==> config.mk <==
export PLATFORM = sky130hd
export DESIGN_NAME = key_event
export DESIGN_NICKNAME = d
export VERILOG_FILES = /design/src/rtl/key_event.sv
export SDC_FILE = /design/constraint.sdc
export NUM_CORES = 1
export LEC_CHECK = 0
export CAP_MARGIN = 20
export CORE_MARGIN = 1.5
export CORE_UTILIZATION = 60
export CTS_CLUSTER_SIZE = 24
export DETAILED_ROUTE_END_ITERATION = 12
export DONT_BUFFER_PORTS = 1
export PLACE_DENSITY_LB_ADDON = 0.25
export SLEW_MARGIN = 20
export SYNTH_ARGS = -nofsm -noshare
export SYNTH_HDL_FRONTEND = slang
export SYNTH_SLANG_ARGS = --single-unit
==> constraint.sdc <==
create_clock -name clk -period 3.9 [get_ports clk]
set_clock_uncertainty 0.1 [all_clocks]
set_input_delay 0.195 -clock clk [delete_from_list [all_inputs] [get_ports clk]]
set_output_delay 0.195 -clock clk [all_outputs]
set_load 0.02 [all_outputs]
==> src/rtl/key_event.sv <==
// -----------------------------------------------------------------------------
// key_event
// Classifies a debounced, active-low key into short press, double-click,
// long press and auto-repeat events. All event outputs are one-cycle,
// registered pulses; at most one of them is high in any cycle.
//
// Parameters
//   LONG_TIME   : hold cycles before a press becomes a long press (<= 2^26)
//   DOUBLE_TIME : cycles after a release in which a second press is a
//                 double-click (<= 2^26)
//   REPEAT_TIME : auto-repeat period while a long press is held (<= 2^26)
//
// Ports
//   clk          in   system clock, rising edge
//   rst_n        in   synchronous active-low reset
//   key_in       in   debounced key level, 0 = pressed, idle high
//   short_pulse  out  single short press completed
//   double_pulse out  double-click completed
//   long_pulse   out  key held LONG_TIME cycles
//   repeat_pulse out  every REPEAT_TIME cycles while a long press is held
//   key_held     out  high while the key is considered pressed
// -----------------------------------------------------------------------------
module key_event #(
    parameter int LONG_TIME   = 25_000_000,
    parameter int DOUBLE_TIME = 12_500_000,
    parameter int REPEAT_TIME = 5_000_000
) (
    input  logic clk,
    input  logic rst_n,
    input  logic key_in,
    output logic short_pulse,
    output logic double_pulse,
    output logic long_pulse,
    output logic repeat_pulse,
    output logic key_held
);

    typedef enum logic [2:0] {
        ST_IDLE   = 3'd0,
        ST_PRESS1 = 3'd1,
        ST_LONG   = 3'd2,
        ST_WAIT2  = 3'd3,
        ST_PRESS2 = 3'd4
    } state_t;

    // Terminal counts; the shared counter runs from 0 up to value-1.
    localparam logic [25:0] LONG_TC   = 26'(LONG_TIME - 1);
    localparam logic [25:0] DOUBLE_TC = 26'(DOUBLE_TIME - 1);
    localparam logic [25:0] REPEAT_TC = 26'(REPEAT_TIME - 1);

    state_t      r_state;
    state_t      w_state_nxt;
    logic [25:0] r_cnt;
    logic [25:0] w_cnt_nxt;
    logic        r_key_d;
    logic        r_armed;
    logic        r_short;
    logic        r_double;
    logic        r_long;
    logic        r_repeat;
    logic        r_key_held;
    logic        w_short_nxt;
    logic        w_double_nxt;
    logic        w_long_nxt;
    logic        w_repeat_nxt;
    logic        w_held_nxt;
    logic        w_press;
    logic        w_release;

    // A falling edge only counts once the key has been seen released since
    // reset, so a key already held down through reset is not a press.
    assign w_press   = r_key_d & ~key_in & r_armed;
    assign w_release = key_in;

    // Next-state, counter and pulse decode.
    always_comb begin
        w_state_nxt  = r_state;
        w_cnt_nxt    = r_cnt;
        w_short_nxt  = 1'b0;
        w_double_nxt = 1'b0;
        w_long_nxt   = 1'b0;
        w_repeat_nxt = 1'b0;
        case (r_state)
            ST_IDLE: begin
                w_cnt_nxt = 26'd0;
                if (w_press) begin
                    w_state_nxt = ST_PRESS1;
                end else begin
                    w_state_nxt = ST_IDLE;
                end
            end
            ST_PRESS1: begin
                // Release wins over the long-press terminal count.
                if (w_release) begin
                    w_state_nxt = ST_WAIT2;
                    w_cnt_nxt   = 26'd0;
                end else if (r_cnt == LONG_TC) begin
                    w_state_nxt = ST_LONG;
                    w_long_nxt  = 1'b1;
                    w_cnt_nxt   = 26'd0;
                end else begin
                    w_cnt_nxt = r_cnt + 26'd1;
                end
            end
            ST_LONG: begin
                if (w_release) begin
                    w_state_nxt = ST_IDLE;
                    w_cnt_nxt   = 26'd0;
                end else if (r_cnt == REPEAT_TC) begin
                    w_repeat_nxt = 1'b1;
                    w_cnt_nxt    = 26'd0;
                end else begin
                    w_cnt_nxt = r_cnt + 26'd1;
                end
            end
            ST_WAIT2: begin
                // A second press wins over the double-click window expiry.
                if (w_press) begin
                    w_state_nxt = ST_PRESS2;
                    w_cnt_nxt   = 26'd0;
                end else if (r_cnt == DOUBLE_TC) begin
                    w_state_nxt = ST_IDLE;
                    w_short_nxt = 1'b1;
                    w_cnt_nxt   = 26'd0;
                end else begin
                    w_cnt_nxt = r_cnt + 26'd1;
                end
            end
            ST_PRESS2: begin
                // No long/repeat classification on the second press.
                if (w_release) begin
                    w_state_nxt  = ST_IDLE;
                    w_double_nxt = 1'b1;
                    w_cnt_nxt    = 26'd0;
                end else begin
                    w_state_nxt = ST_PRESS2;
                end
            end
            default: begin
                w_state_nxt = ST_IDLE;
                w_cnt_nxt   = 26'd0;
            end
        endcase
        w_held_nxt = (w_state_nxt == ST_PRESS1) || (w_state_nxt == ST_LONG) ||
                     (w_state_nxt == ST_PRESS2);
    end

    // State, counter, input history and registered outputs.
    always_ff @(posedge clk) begin
        if (!rst_n) begin
            r_state    <= ST_IDLE;
            r_cnt      <= 26'd0;
            r_key_d    <= 1'b1;
            r_armed    <= key_in;
            r_short    <= 1'b0;
            r_double   <= 1'b0;
            r_long     <= 1'b0;
            r_repeat   <= 1'b0;
            r_key_held <= 1'b0;
        end else begin
            r_state    <= w_state_nxt;
            r_cnt      <= w_cnt_nxt;
            r_key_d    <= key_in;
            r_armed    <= r_armed | key_in;
            r_short    <= w_short_nxt;
            r_double   <= w_double_nxt;
            r_long     <= w_long_nxt;
            r_repeat   <= w_repeat_nxt;
            r_key_held <= w_held_nxt;
        end
    end

    assign short_pulse  = r_short;
    assign double_pulse = r_double;
    assign long_pulse   = r_long;
    assign repeat_pulse = r_repeat;
    assign key_held     = r_key_held;

endmodule

==> results.json <==
{
  "run_status": "completed",
  "floorplan.initialDensity_pct": 62.13,
  "fin_area_um2": 2150,
  "clk_pin_slew_worst_paths_ps": 110,
  "endpoint_kind": "flip-flop",
  "largest_reg_flops": 26,
  "drt_iter0_drc": 175,
  "synth_enable_flop_cells": 0,
  "nets": 260,
  "max_flop_register": "r_cnt",
  "netlist_area_before_placement_um2": 2073,
  "gr-usage-all-layers_pct": 26.68,
  "clock_tree_root_buffer_cell": "sky130_fd_sc_hd__clkbuf_4",
  "yosys.cell_count.top_type": "sky130_fd_sc_hd__dfxtp_1",
  "routed_wl_um": 4695,
  "post_synth_arst_share_pct": 0,
  "drt-vias-per-instance": 6.416,
  "cp_top_family": "simple AND/OR/NAND/NOR gates",
  "worst_ep_arrival_time_ps": 2900,
  "power.static_leakage_nw": 0.7474,
  "period_minus_slack_ps": 2768,
  "yosys_most_used_dff": "sky130_fd_sc_hd__dfxtp_1",
  "slew-limit-headroom_pct": 32.55,
  "post-route-period-util_pct": 70.97,
  "final_hold_viol_count": 0,
  "placement.setup.worst_slack_ps": 1178,
  "initial_antenna_violation_count": 0,
  "die_w_um": 61.78,
  "maxCapViolations": 0,
  "routabilityCongestion": 0.8865,
  "cts.htree.levels": 2,
  "design.core.area_um2": 3337,
  "reg.largest.list": "r_cnt x26, r_state x3",
  "dp_hpwl_um": 3241,
  "grt_max_degree": 24,
  "ios": 8,
  "synth_cells": 260,
  "timing_worst_slew_pin_value_ps": 1012,
  "final_cells": 303,
  "rows": 21,
  "timing.reg2reg.worst_path_depth": 8,
  "final_critical_path_setup_slack_ps": 1132,
  "yosysTopAreaCellShare_pct": 34.76,
  "dr_total_vias": 1944,
  "vert_die_dim_um": 61.78,
  "layout_area_growth_over_synthesis_pct": 3.681,
  "cts_buffers": 5,
  "clock_sinks": 36,
  "finalPower_uw": 676.5,
  "clock_latency_ps": 340,
  "diodes": 0,
  "hold_ws_ps": 27.49,
  "hold_path_depth": 3,
  "number_of_global_route_vias_before_repair": 1670,
  "dp_cells": 292,
  "post-route-util_pct": 64.42,
  "place_area_um2": 2043,
  "io_buffer_count": 0,
  "worst-setup-path-type": "reg2reg",
  "drive_above_1_share_pct": 7.393,
  "crit_path_depth": 8,
  "cts.path.max_buffers": 2,
  "max_freq_mhz": 361.3,
  "synth-seq-cells": 36,
  "worst_path_largest_cell_delay_ps": 480,
  "setup_repair_after_global_routing_missed_its_margin": "false",
  "cp_max_fo": 23,
  "post_cts_buffers": 0,
  "worstPathCellList": "ha_1 > or4b_4 > nor3_1 > a21oi_1 > a211oi_2 > buf_4 > o21ai_1 > mux2_2",
  "drtPass1Iterations": 4,
  "start_kind": "flip-flop",
  "total_negative_setup_slack_ps": 0,
  "globalRoute.totalOverflow": 0,
  "ys_top_cells_by_count": "36 x sky130_fd_sc_hd__dfxtp_1, 31 x sky130_fd_sc_hd__nand2_1, 23 x sky130_fd_sc_hd__nor2_1, 16 x sky130_fd_sc_hd__o21ai_0, 14 x sky130_fd_sc_hd__nor3_1",
  "avgSynthCellArea_um2": 7.974,
  "rrSetupSlack_ps": 1130,
  "powerDensity_nw_per_um2": 314.7,
  "cell_with_the_largest_stage_delay_on_the_worst_path": "sky130_fd_sc_hd__or4b_4",
  "post_synth_main_area_contributors": "sky130_fd_sc_hd__dfxtp_1 35%, sky130_fd_sc_hd__nand2_1 5.6%, sky130_fd_sc_hd__nor2_1 4.2%",
  "yosysWarningCount": 0,
  "hp-class": "in2reg",
  "synthesis.nets": 264,
  "grt_first_pass_wirelength_um": 7452,
  "routed_wire_length_per_instance_um": 15.50,
  "synth_unique_cells": 55,
  "drt_drc_violations_left": 0,
  "final_setup_violations": 0,
  "route.antenna.remaining_nets": 0,
  "critical_path.n_buffers_inverters": 1,
  "synth.largest_area_cell": "sky130_fd_sc_hd__dfxtp_1",
  "tritoncts_clock_tree": "built",
  "vdd_ir_drop_max_v": 0.0001465,
  "die_area_um2": 3817,
  "required_ps": 4030,
  "drv_slew": 0,
  "synth_seq_area_share_pct": 34.76
}
## cell families after synthesis
group | share of synthesized area (%)
simple gates | 36.75
compound gates | 21.18
flops | 34.76
buf+inv | 6.155
mux | 0.5431
fa+ha+maj | 0.6034
## path summary, 6_finish.rpt
check                               from      endpoint
worst max-delay path            r_cnt[0]     r_cnt[14]
worst min register to register  r_cnt[1]      r_cnt[1]
worst min-delay path              key_in  repeat_pulse
worst max register to register  r_cnt[0]     r_cnt[14]
## placed cells by master (no fill, tap or decap), types with 4 or more instances in the layout
cell / count
sky130_fd_sc_hd__dfxtp_1: 36
sky130_fd_sc_hd__nand2_1: 31
sky130_fd_sc_hd__nor2_1: 23
sky130_fd_sc_hd__o21ai_0: 16
sky130_fd_sc_hd__nor3_1: 14
sky130_fd_sc_hd__a21o_1: 11
sky130_fd_sc_hd__nor4_1: 11
sky130_fd_sc_hd__nand3_1: 10
sky130_fd_sc_hd__nand4_1: 7
sky130_fd_sc_hd__or3_1: 5
sky130_fd_sc_hd__o22ai_1: 5
sky130_fd_sc_hd__clkbuf_4: 5
sky130_fd_sc_hd__and4_1: 4
sky130_fd_sc_hd__nor2b_1: 4
sky130_fd_sc_hd__a21oi_1: 4
sky130_fd_sc_hd__and3_1: 4
sky130_fd_sc_hd__a21boi_0: 4
## power by group
part / total (mW) / switching (mW) / leakage (nW) / internal, mW
clock network: 0.258 / 0.124 / 0.0422 / 0.134
registers: 0.379 / 0.00715 / 0.291 / 0.372
logic: 0.0389 / 0.0222 / 0.414 / 0.0168
total: 0.677 / 0.153 / 0.747 / 0.523
## cell type report
cell class	instances	area [um^2]
clock inverter	2	35.03
timing repair buffer	6	52.55
tap	46	57.56
clock buffer	6	41.29
fill	297	1187
inverter	3	11.26
multi-input combinational	204	1231
sequential	36	720.7
## what timing repair did
action                    in CTS  in global routing
hold buffers                   3                  0
hold endpoints to repair      21                  0
gates resized for setup        0                  0
## layer usage
layer	global-route usage (%)	vias up	routed length, um
met2	41.35	80	2128
met4	12.16	0	110
met5	0	-	0
met3	8.282	12	375
met1	33.96	889	2080
li1	-	963	-
## worst reg2reg max path: cells and delay by family (launching register included)
kind	cells	cell delay, ps
flip-flops	1	430
adder cells (fa/ha/maj)	1	250
buffers and inverters	1	330
multiplexers	1	270
AO/OA/AOI/OAI	3	610
AND/OR/NAND/NOR	2	670
(Power assumes the default switching activity.)
